[config.mk]
export PLATFORM = sky130hd
export DESIGN_NAME = spart_tx_seq
export DESIGN_NICKNAME = d
export VERILOG_FILES = /design/src/rtl/spart_pkg.sv /design/src/rtl/spart_tx_watchdog.sv /design/src/rtl/spart_tx_seq.sv
export SDC_FILE = /design/constraint.sdc
export NUM_CORES = 1
export LEC_CHECK = 0
export ABC_AREA = 0
export ABC_CLOCK_PERIOD_IN_PS = 1400
export BUFFER_PORTS_ARGS = -buffer_cell sky130_fd_sc_hd__buf_2
export CAP_MARGIN = 15
export CORE_MARGIN = 3
export CORE_UTILIZATION = 46
export CTS_CLUSTER_SIZE = 30
export DETAILED_ROUTE_END_ITERATION = 10
export GPL_TIMING_DRIVEN = 0
export PLACE_DENSITY_LB_ADDON = 0.05
export SLEW_MARGIN = 5
export SYNTH_ARGS = -nofsm -noshare
export SYNTH_HDL_FRONTEND = slang
export SYNTH_SLANG_ARGS = --single-unit
[constraint.sdc]
create_clock -name clk -period 1.4 [get_ports clk]
set_input_delay 0.35 -clock clk [delete_from_list [all_inputs] [get_ports clk]]
set_output_delay 0.35 -clock clk [all_outputs]
set_load 0.05 [all_outputs]
[src/rtl/spart_pkg.sv]
// ---------------------------------------------------------------------------
// spart_pkg
//
// Shared definitions for the SPART transmit sequencer and its watchdog.
//
// Contents:
//   state_t          - sequencer state encoding (3 bits)
//   SEL_LO / SEL_HI  - byte-mux select values (low byte / high byte)
//   TIMEOUT_DEFAULT  - default number of cycles a SEND state may wait for tbr
//   TIMEOUT_W        - counter width for the default timeout
//   is_send_state()  - true for the two states that may issue a write strobe
// ---------------------------------------------------------------------------
package spart_pkg;

    typedef enum logic [2:0] {
        ST_IDLE    = 3'd0,
        ST_SEND_LO = 3'd1,
        ST_GAP_LO  = 3'd2,
        ST_SEND_HI = 3'd3,
        ST_GAP_HI  = 3'd4
    } state_t;

    localparam logic SEL_LO = 1'b0;
    localparam logic SEL_HI = 1'b1;

    localparam int TIMEOUT_DEFAULT = 1024;
    localparam int TIMEOUT_W       = $clog2(TIMEOUT_DEFAULT);

    // The SEND states are the only ones that look at tbr and can strobe
    // the transmitter, so several decodes hinge on this test.
    function automatic logic is_send_state(input state_t s);
        return (s == ST_SEND_LO) || (s == ST_SEND_HI);
    endfunction

endpackage

[src/rtl/spart_tx_watchdog.sv]
// ---------------------------------------------------------------------------
// spart_tx_watchdog
//
// Timeout counter for the SPART transmit sequencer. Counts cycles spent in
// a SEND state while the transmitter is not ready, and flags a timeout on
// the cycle the count reaches TIMEOUT_CYCLES-1 with the transmitter still
// not ready. Only instantiated when SPART_TX_TIMEOUT_EN is defined.
//
// Parameters:
//   TIMEOUT_CYCLES - number of stalled SEND cycles before the timeout fires
//
// Ports:
//   clk      in   system clock
//   rst      in   synchronous active-high reset, clears the count
//   clear    in   sequencer is entering a SEND state this cycle
//   cnt_en   in   sequencer is in a SEND state and tbr is low
//   timeout  out  combinational: abort the current SEND this cycle
// ---------------------------------------------------------------------------
module spart_tx_watchdog
    import spart_pkg::*;
#(
    parameter int TIMEOUT_CYCLES = TIMEOUT_DEFAULT
) (
    input  logic clk,
    input  logic rst,
    input  logic clear,
    input  logic cnt_en,
    output logic timeout
);

    localparam int CNT_W = (TIMEOUT_CYCLES > 1) ? $clog2(TIMEOUT_CYCLES) : 1;
    localparam logic [CNT_W-1:0] CNT_LAST = CNT_W'(TIMEOUT_CYCLES - 1);

    logic [CNT_W-1:0] cnt_q;
    logic [CNT_W-1:0] cnt_d;

    // Entry into a SEND state restarts the count; entry and a stalled SEND
    // cycle never coincide because SEND states are only entered from IDLE
    // or GAP_LO. The count also restarts after a timeout so a stale value
    // never carries into the next transfer.
    always_comb begin
        cnt_d = cnt_q;
        if (clear || timeout) begin
            cnt_d = '0;
        end else if (cnt_en) begin
            cnt_d = cnt_q + 1'b1;
        end
    end

    assign timeout = cnt_en && (cnt_q == CNT_LAST);

    // Counter register with synchronous reset.
    always_ff @(posedge clk) begin
        if (rst) begin
            cnt_q <= '0;
        end else begin
            cnt_q <= cnt_d;
        end
    end

endmodule

[src/rtl/spart_tx_seq.sv]
// ---------------------------------------------------------------------------
// spart_tx_seq
//
// Streams a 16-bit operand out through the byte-wide SPART transmit path.
// A single-cycle req captures p1 and the word flag, then the sequencer
// sends the low byte and, for word transfers, the high byte, each paced by
// tbr. A one-cycle gap follows every write because SPART drops tbr the
// cycle after it is written. The pipeline is stalled for the whole
// transfer.
//
// Optional feature (macro SPART_TX_TIMEOUT_EN):
//   Defined   - a watchdog aborts a SEND state that waits TIMEOUT_CYCLES
//               cycles for tbr; err is set (sticky until the next accepted
//               req or rst) and no done pulse is issued.
//   Undefined - SEND states wait indefinitely and err is tied to 0.
//
// Parameters:
//   TIMEOUT_CYCLES - SEND-state wait limit, used only with the watchdog
//
// Ports:
//   clk     in   system clock
//   rst     in   synchronous active-high reset
//   req     in   single-cycle transmit request from execute
//   word    in   1 = send both bytes, 0 = low byte only (sampled with req)
//   p1      in   16-bit operand (sampled with req)
//   tbr     in   SPART transmit buffer ready
//   data_o  out  captured operand, stable for the transfer
//   sel     out  byte select: 0 = data_o[7:0], 1 = data_o[15:8] (registered)
//   tx_wr   out  write strobe to SPART (combinational)
//   stall   out  pipeline hold, high whenever not IDLE (combinational)
//   done    out  one-cycle completion pulse (registered)
//   err     out  sticky timeout flag (registered)
// ---------------------------------------------------------------------------
module spart_tx_seq
    import spart_pkg::*;
#(
    parameter int TIMEOUT_CYCLES = TIMEOUT_DEFAULT
) (
    input  logic        clk,
    input  logic        rst,
    input  logic        req,
    input  logic        word,
    input  logic [15:0] p1,
    input  logic        tbr,
    output logic [15:0] data_o,
    output logic        sel,
    output logic        tx_wr,
    output logic        stall,
    output logic        done,
    output logic        err
);

    state_t      state_q;
    state_t      state_d;
    logic [15:0] data_q;
    logic [15:0] data_d;
    logic        word_q;
    logic        word_d;
    logic        sel_q;
    logic        sel_d;
    logic        done_q;
    logic        done_d;
    logic        timeout;

`ifdef SPART_TX_TIMEOUT_EN
    logic        err_q;
    logic        err_d;
    logic        wd_clear;
    logic        wd_cnt_en;

    // Restart the count on every entry into a SEND state; count only the
    // SEND cycles in which the transmitter is not ready.
    assign wd_clear  = is_send_state(state_d) && (state_d != state_q);
    assign wd_cnt_en = is_send_state(state_q) && !tbr;

    spart_tx_watchdog #(
        .TIMEOUT_CYCLES (TIMEOUT_CYCLES)
    ) u_watchdog (
        .clk     (clk),
        .rst     (rst),
        .clear   (wd_clear),
        .cnt_en  (wd_cnt_en),
        .timeout (timeout)
    );

    // err is cleared by an accepted request and set by an abort; the two
    // cannot happen in the same cycle since aborts occur only in SEND states.
    always_comb begin
        err_d = err_q;
        if ((state_q == ST_IDLE) && req) begin
            err_d = 1'b0;
        end else if (timeout) begin
            err_d = 1'b1;
        end
    end

    always_ff @(posedge clk) begin
        if (rst) begin
            err_q <= 1'b0;
        end else begin
            err_q <= err_d;
        end
    end

    assign err = err_q;
`else
    logic        unused_timeout_cfg;

    // Without the watchdog a SEND state never gives up waiting for tbr.
    assign timeout            = 1'b0;
    assign err                = 1'b0;
    assign unused_timeout_cfg = (TIMEOUT_CYCLES == 0);
`endif

    // Next-state and next-output logic. Operand and word flag are captured
    // only when a request is accepted in IDLE, so requests that arrive while
    // the pipeline is stalled leave data_o untouched.
    always_comb begin
        state_d = state_q;
        data_d  = data_q;
        word_d  = word_q;

        case (state_q)
            ST_IDLE: begin
                if (req) begin
                    state_d = ST_SEND_LO;
                    data_d  = p1;
                    word_d  = word;
                end
            end
            ST_SEND_LO: begin
                if (tbr) begin
                    state_d = ST_GAP_LO;
                end else if (timeout) begin
                    state_d = ST_IDLE;
                end
            end
            ST_GAP_LO: begin
                // tbr is not looked at here: SPART drops it after a write.
                state_d = word_q ? ST_SEND_HI : ST_IDLE;
            end
            ST_SEND_HI: begin
                if (tbr) begin
                    state_d = ST_GAP_HI;
                end else if (timeout) begin
                    state_d = ST_IDLE;
                end
            end
            ST_GAP_HI: begin
                state_d = ST_IDLE;
            end
            default: begin
                state_d = ST_IDLE;
            end
        endcase

        // sel and done are registered decodes of the state being entered,
        // so they line up with that state's cycle.
        sel_d  = ((state_d == ST_SEND_HI) || (state_d == ST_GAP_HI)) ? SEL_HI : SEL_LO;
        done_d = (state_d == ST_GAP_HI) || ((state_d == ST_GAP_LO) && !word_d);
    end

    // State and registered outputs, synchronous reset. A reset in any state
    // returns to IDLE at the next edge, which also kills tx_wr immediately.
    always_ff @(posedge clk) begin
        if (rst) begin
            state_q <= ST_IDLE;
            data_q  <= '0;
            word_q  <= 1'b0;
            sel_q   <= SEL_LO;
            done_q  <= 1'b0;
        end else begin
            state_q <= state_d;
            data_q  <= data_d;
            word_q  <= word_d;
            sel_q   <= sel_d;
            done_q  <= done_d;
        end
    end

    assign data_o = data_q;
    assign sel    = sel_q;
    assign done   = done_q;
    assign tx_wr  = is_send_state(state_q) && tbr;
    assign stall  = (state_q != ST_IDLE);

endmodule
=== Word level (Yosys, flattened, before mapping) ===
Cells that the tools add are included.

* Input bits: 21
* Output and inout port bits: 21
* Logic and storage cells: 28
* Register bits after elaboration: 22

* Eq/ne operators: 6
* Reductions and logical operators: 9
* Muxes and demuxes: 8

{| class="wikitable"
|+ Operator list
! cell !! count
|-
| $eq 3x2->1 const B || 4
|-
| $pmux 3 s4 || 1
|-
| $mux 3 || 3
|-
| $eq 3x1->1 const B || 1
|-
| $eq 3x3->1 const B || 1
|-
| $logic_not 3->1 || 1
|-
| $logic_or 1x1->1 || 3
|-
| $mux 1 || 3
|-
| $reduce_bool 3->1 || 1
|-
| $logic_and 1x1->1 || 2
|-
| $mux 2 || 1
|-
| $reduce_and 2->1 || 1
|-
| $logic_not 1->1 || 1
|}

=== Depth between registers and ports, before layout ===
Gate-level depths: netlist of run 1.

* Depth after elaboration: 5
* Depth in mapped cells: 4

=== Worst setup path after synthesis of run 1 ===
OpenSTA, ideal clock, no wires.

* Path kind: reg-to-output
* Start: register state_q[0]
* End: output port tx_wr
* Cell stages (with the launch flop): 3
* Data arrival time: 1.188 ns
* Path buffers: 0
* Path slack: -0.138 ns
* Cells stage by stage: dfxtp_1 -> nand2_1 -> nor2_1

* Longest elaborated chain between the ends: 3
* Elaborated cells on any way between the ends: 4
* Classes of those cells: eq/ne: 2; reduce/logical: 2

{| class="wikitable"
|+ RTL lines
! what !! line !! source
|-
| from (decl) || spart_tx_seq.sv:53 || <nowiki>state_t state_q;</nowiki>
|-
| from (signal assigned) || spart_tx_seq.sv:173 || <nowiki>state_q <= state_d;</nowiki>
|-
| $eq 3x1->1 or $eq 3x2->1 (tied branches) || spart_pkg.sv:32 || <nowiki>return (s == ST_SEND_LO) || (s == ST_SEND_HI);</nowiki>
|-
| $logic_or 1x1->1 * || spart_pkg.sv:32 ||
|-
| $logic_and 1x1->1 * || spart_tx_seq.sv:184 || <nowiki>assign tx_wr = is_send_state(state_q) && tbr;</nowiki>
|-
| to (decl) || spart_tx_seq.sv:47 || <nowiki>output logic tx_wr,</nowiki>
|}

Every way passes the cells marked *; elsewhere a longest branch is shown, timed or not.

=== Final worst setup path of run 1 ===
* Start: register state_q[2]
* End: output port stall

* Longest elaborated chain between the ends: 1

{| class="wikitable"
|+ RTL lines
! what !! line !! source
|-
| $reduce_bool 3->1 || spart_tx_seq.sv:185 || <nowiki>assign stall = (state_q != ST_IDLE);</nowiki>
|-
| to (decl) || spart_tx_seq.sv:48 || <nowiki>output logic stall,</nowiki>
|}

Every way passes these cells.

==> results by group, run 1 <==
Run status
  • Status: complete, but fails checks
  • Failing checks: setup timing

Yosys
  • Cell count after synthesis: between 90 and 100
  • Area leader, netlist: dfxtp_1
  • Largest cells by area after synthesis: dfxtp_1 45%, nand2b_1 23%, mux2i_1 17%
  • Post-synthesis register bit count: 22
  • Post-synth EDFFs: 0
  • Post-synth ARST share: 0
  • Synth top area share: 0.445
  • Post-synthesis sequential area ratio: 0.445
  • Synth Warn #: 0
  • Avg Inst Size Synth: around 10 sq um
  • Syn Nets: about 120
  • Distinct cells, synth: 20
  • Syn Std Cell Area: roughly 1000 sq um
  • Post-synth top cells: 36 x nand2b_1, 22 x dfxtp_1, 17 x mux2i_1
  • Ys flop type: dfxtp_1
  • Most frequent cell after synthesis: nand2b_1

Detailed routing
  • Post-route ant nets: 0
  • Routed len/inst: ~12 um
  • # DRC: 0
  • DR pass1 iterations: 2
  • Iter 0 DRT Violations: 8
  • Vias per cell: around 4.7
  • Vias: approximately 840
  • Total wire length: 2.18 mm

Power and ir drop
  • Peak supply drop: slightly below 0.7 mV
  • PnR Total Power: around 1.5 mW
  • Leakage: ~0.67 nW
  • PD cells: around 1000 nW/um^2

Worst setup path
  • Critical Path RT: 1.05 ns
  • Critical path data arrival time: approximately 1.2 ns
  • Reg2reg start: state_q[1]
  • Critical setup path kind: register to output port
  • Crit-path max FO: 2
  • Startpoint types: register
  • Crit. End Element: output port
  • Critical Path Source: state_q[2]

Layout
  • Final core occ: 0.704
  • Layout area overhead: 42.4%
  • Ratio of cells with drive above 1 in the final layout: 0.441
  • # diodes: 0
  • Nets: 175
  • Post-route cell area: 1410 sq um

Global routing
  • Vias in the first global route: roughly 830
  • GRT Overall Usage: 0.172
  • Met3 Resource Use GR: 0.0484
  • Global routing usage on met1: 0.182
  • Busiest grt layer: met2
  • Total grt overflow: 0
  • Met2 usage: 0.318
  • Largest net degree at the start of global routing: 12
  • Number of antenna violations at the first check in global routing: 0
  • First-pass GRT wire length: roughly 3.5 mm

Placement
  • Port buffer count: 40
  • Post-place instance area: about 1200 sq um
  • Post-DP HPWL: between 1 and 1.5 mm
  • Gpl congestion: approximately 0.6

Floorplanning
  • Die height: 52.4 um
  • Die area: roughly 2700 sq um
  • Num rows: 16
  • Chip width: ~52 um
  • Io pins: 42
  • CORE AREA: ~2000 sq um
  • Initial Util: 0.494

CTS
  • # clock sinks: 22
  • CTS Hold Bufs: 0
  • Clock transition at path regs: ~0.12 ns
  • CTS tree: yes
  • Clk Tree Root Cell: clkbuf_4
  • Max clock buf depth: 2
  • Worst skew pair latency: 0.30 ns
  • Num CTS Buffers: 3
  • H-tree Lvls: 1

STA
  • Setup TNS Final: -0.165 ns
  • Final Hold Fails: 0
  • Final setup margin: -0.149 ns
  • Final setup vio count: 2
  • Hold Worst Slack: about 0.3 ns
  • Unrepaired setup endpoints after global routing: yes
  • Fmax: between 0.6 and 0.7 GHz
  • Max Slew Vio Count: 0
  • Fin crit period: about 1.5 ns
  • Final setup skew: 0.00687 ns
  • Crit share post-route: 1.11

Min path
  • Min-delay worst type: input port to register
  • HP Start: p1[4]

Job
  • Max Cap Viol: 0
==> where the power goes <==
| group | internal, mW | switching (mW) |
|---|---|---|
| Sequential | 0.670 | 0.0295 |
| Combinational | 0.208 | 0.282 |
| Clock | 0.100 | 0.183 |
| Total | 0.979 | 0.494 |
==> state kept, by name, indices dropped and copies added, names as in the netlist <==
name,flops
done,1
state_q,3
sel,1
word_q,1
data_o,16
==> layout by cell type, fill, tap and decap left out, drive strengths merged <==
master / n
nor2: 3
a311oi: 1
mux2: 1
a21oi: 1
inv: 1
mux2i: 17
nor4b: 1
nand2: 1
clkbuf: 7
o211a: 1
conb: 1
dfxtp: 22
or3: 1
or2: 1
nor3: 2
a211oi: 1
nand2b: 36
buf: 54
==> logic make-up after synthesis <==
| family | Yosys count | synth area share |
|---|---|---|
| simple gates | 45 | 0.282 |
| flops | 22 | 0.445 |
| mux | 18 | 0.183 |
| buf+inv | 7 | 0.0544 |
| compound gates | 4 | 0.0316 |
| other cells | 1 | 0.00379 |
==> stage by stage <==
stage               setup WS (ns)  cells
finish                     -0.149    179
global route               -0.182    179
CTS                        -0.149    170
detailed placement         0.0125    164
global placement           0.0117    164
floorplan                  0.0786     97
==> routing by layer <==
| layer | vias up | wire [um] |
|---|---|---|
| li1 | 426 | - |
| met1 | 387 | 896 |
| met2 | 26 | 1120 |
| met3 | 4 | 135 |
| met4 | 0 | 26 |
| met5 | - | 0 |
==> final timing paths <==
| path | cells past startpoint | slack (ns) | to |
|---|---|---|---|
| setup / recovery | 2 | -0.15 | stall |
| hold / removal | 3 | 0.29 | data_o[4] |
| setup reg to reg | 5 | 0.03 | data_o[13] |
| hold reg to reg | 2 | 0.48 | data_o[9] |
==> timing repair <==
action / in CTS / in global routing
buffers inserted: 3 / 7
resized for setup: 16 / 1
endpoints found under the setup margin: 2 / 12
gates cloned: 0 / 2
pin swaps: 1 / 1
==> area by class of cell <==
type / count / area [sq um]
inverters: 1 / 3.75
repair buffers: 52 / 329
fillers: 162 / 593
plain buffers: 6 / 50.0
well taps: 27 / 33.8
clock buffers: 3 / 22.5
flip-flops and latches: 22 / 452
multi-input cells: 68 / 518
==> critical path, cell delays in order, from the launching register on <==
cell and delay [ns]:
dfxtp_4 0.36, or3_4 0.38, buf_8 0.16
No activity file was read; power rests on OpenSTA's default activity.
==> inputs of run 2 (changes only) <==
ABC_AREA = 1   (was 0)
CORE_UTILIZATION = 44   (was 46)
GPL_ROUTABILITY_DRIVEN = 0   (was default)
SYNTH_HIERARCHICAL = 1   (was default)
==> run 2 against run 1 <==
  * The flow still finishes with violations (setup timing)
  * Critical endpoint is now tx_wr
  * Global-route usage about the same
  * Worst setup slack better by 0.15 ns
  * Sequential power down 1%
  * Total power down 2.1%
  * Final area down 9.6%
  * Synthesized cell count up 14%
  * Clock power up 25%
  * Combinational power down 19%
  * Fmax up 11%
  * Final cell count up 4.5%
  * Area after synthesis down 8.7%
==> results by group, run 2 <==
Floorplanning
  • Die area: about 2600 sq um
  • Num rows: 15
  • Die height: approximately 51 um
  • CORE AREA: approximately 1800 sq um
  • Initial Util: 0.491
  • Chip width: roughly 51 um
  • Io pins: between 40 and 50

Worst setup path
  • Worst path slowest cell: dfxtp_4
  • Worst reg2reg endpoint: data_o[10]
  • Delay of the slowest critical-path stage: around 0.38 ns
  • Crit. End Element: output port
  • Reg-to-reg slack, setup: 0.14 ns
  • Crit-path max FO: 2
  • Critical Path RT: around 1.1 ns
  • Reg2reg start: state_q[2]
  • Critical Path Source: state_q[2]
  • Startpoint types: register
  • Critical setup path kind: register to output port
  • Most frequent CP cell: buf_6
  • Setup crit end: tx_wr
  • Critical path data arrival time: ~1.1 ns
  • CP cell instances: buf_6 -> nor2_4 -> buf_6
  • R2r worst-path depth: 7

Global routing
  • Vias in the first global route: ~820
  • First-pass GRT wire length: between 3 and 4 mm
  • GRT Overall Usage: 0.173
  • Largest net degree at the start of global routing: 20
  • Total grt overflow: 0
  • Number of antenna violations at the first check in global routing: 0

Layout
  • Commonest non-fill, non-tap cells in the layout: 39 x buf_2, 23 x nand2_1, 19 x dfxtp_1
  • # diodes: 0
  • Largest register FFs: 16
  • Nets: about 180
  • Layout area overhead: 41.0%
  • Ratio of cells with drive above 1 in the final layout: 0.414
  • Commonest non-fill, non-tap cell in the layout: buf_2

Yosys
  • Syn Nets: ~130
  • Post-synthesis sequential area ratio: 0.488
  • Largest cells by area after synthesis: dfxtp_1 49%, nand4_1 12%, nand2_1 10%
  • Ys flop type: dfxtp_1
  • Synth top area share: 0.488
  • Post-synthesis register bit count: 22
  • Most frequent cell after synthesis: nand2_1
  • Syn Std Cell Area: about 900 sq um
  • Post-synth top cells: 25 x nand2_1, 22 x dfxtp_1, 18 x a21oi_1, 18 x nand4_1, 8 x inv_1
  • Distinct cells, synth: 17
  • Cell count after synthesis: approximately 110
  • Post-synth EDFFs: 0
  • Avg Inst Size Synth: between 8 and 9 sq um
  • Area leader, netlist: dfxtp_1
  • Synth Warn #: 6
  • Post-synth ARST share: 0

Power and ir drop
  • Leakage: around 0.63 nW
  • Peak supply drop: 0.673 mV
  • PD cells: about 1100 nW/um^2

CTS
  • H-tree Lvls: 1
  • Clock transition at path regs: between 0.1 and 0.15 ns
  • Clk Tree Root Cell: clkbuf_4
  • Max clock buf depth: 2
  • Num CTS Buffers: 3
  • Worst skew pair latency: 0.31 ns
  • # clock sinks: 22
  • CTS tree: yes
  • CTS Hold Bufs: 0

STA
  • Crit share post-route: 1.00
  • Fin crit period: 1.40 ns
  • Final setup vio count: 1
  • Fmax: roughly 0.7 GHz
  • Final setup skew: about 0.0054 ns
  • Unrepaired setup endpoints after global routing: yes
  • Setup TNS Final: -0.000347 ns
  • Final setup margin: -0.000347 ns
  • Max Slew Vio Count: 0
  • Final Hold Fails: 0

Detailed routing
  • Vias: roughly 960
  • Iter 0 DRT Violations: 11
  • # DRC: 0
  • Routed len/inst: 12.2 um
  • Vias per cell: roughly 5
  • Post-route ant nets: 0
  • Total wire length: between 2 and 2.5 mm
  • DR pass1 iterations: 4

Job
  • Max Cap Viol: 0

Run status
  • Status: complete, but fails checks
  • Failing checks: setup timing

Min path
  • Min-delay worst type: input port to register
  • HP Start: word

Placement
  • Port buffer count: 39
  • Post-DP HPWL: around 1.5 mm
  • Pre-CTS setup slack: -0.0149 ns
[run 2: cell types whose count changed after synthesis, moves of 2 or more]
cell and change:
a21oi_1 +17, buf_2 +2, nand2_1 +24, inv_1 +7, nand3_1 +2, nand4_1 +18
nor3_1 -2, nand2b_1 -36, mux2i_1 -17
[run 2: worst max-delay path: cells and delay by family (launching register included)]
kind / cells / cell delay [ns]
buffers and inverters: 2 / 0.27
DFF: 1 / 0.38
and+or+nand+nor: 1 / 0.09
[run 2: metrics by stage]
stage                util  power [mW]  instance area (sq um)  instances  hold slack, ns
finish              0.693        1.44                   1270        187           0.284
global placement    0.616        1.06                   1130        175           0.444
CTS                 0.655        1.42                   1200        181           0.279
floorplan               -       0.972                    906        111           0.503
global route        0.693        1.50                   1270        187           0.302
detailed placement  0.616        1.06                   1130        175           0.449
[run 2: kinds of logic after synthesis]
group / count (synthesis) / synth area share
AOI/OAI and AO/OA: 19 / 0.105
and+or+nand+nor: 51 / 0.288
DFF: 22 / 0.488
buffers and inverters: 18 / 0.115
other: 1 / 0.00415
[run 2: worst min path at each step]
stage	endpoint	slack, ns	cells past startpoint
2_1_floorplan	sel	0.50	3
3_3_place_gp	data_o[12]	0.44	2
3_5_place_dp	data_o[12]	0.45	2
4_1_cts	state_q[0]	0.28	4
5_1_grt	data_o[1]	0.30	3
6_report	word_q	0.28	3
[run 2: what timing repair did]
item / 4_1_cts / 5_1_grt
gates resized for setup: 12 / 7
pin swaps: 1 / 2
setup buffers: 4 / 7
endpoints found under the setup margin: 2 / 2
[run 2: per-layer routing]
layer | global-route usage | up-vias | share of wire
met5 | 0 | - | 0
met4 | 0.0655 | 0 | 0.0031
met3 | 0.0262 | 2 | 0.076
met2 | 0.307 | 40 | 0.48
met1 | 0.208 | 438 | 0.44
li1 | - | 475 | -
[run 2: cell type report]
class | count | area (sq um)
buffer | 6 | 36.3
clock buffer | 4 | 36.3
fill | 193 | 566
inverter | 9 | 46.3
multi-input combinational | 71 | 377
sequential | 22 | 449
tap | 25 | 31.3
timing repair buffer | 50 | 298
[run 2: report_power, final]
group	internal, mW	switching (mW)	leakage (nW)
Sequential	0.665	0.0252	0.182
Combinational	0.132	0.266	0.431
Clock	0.159	0.195	0.0210
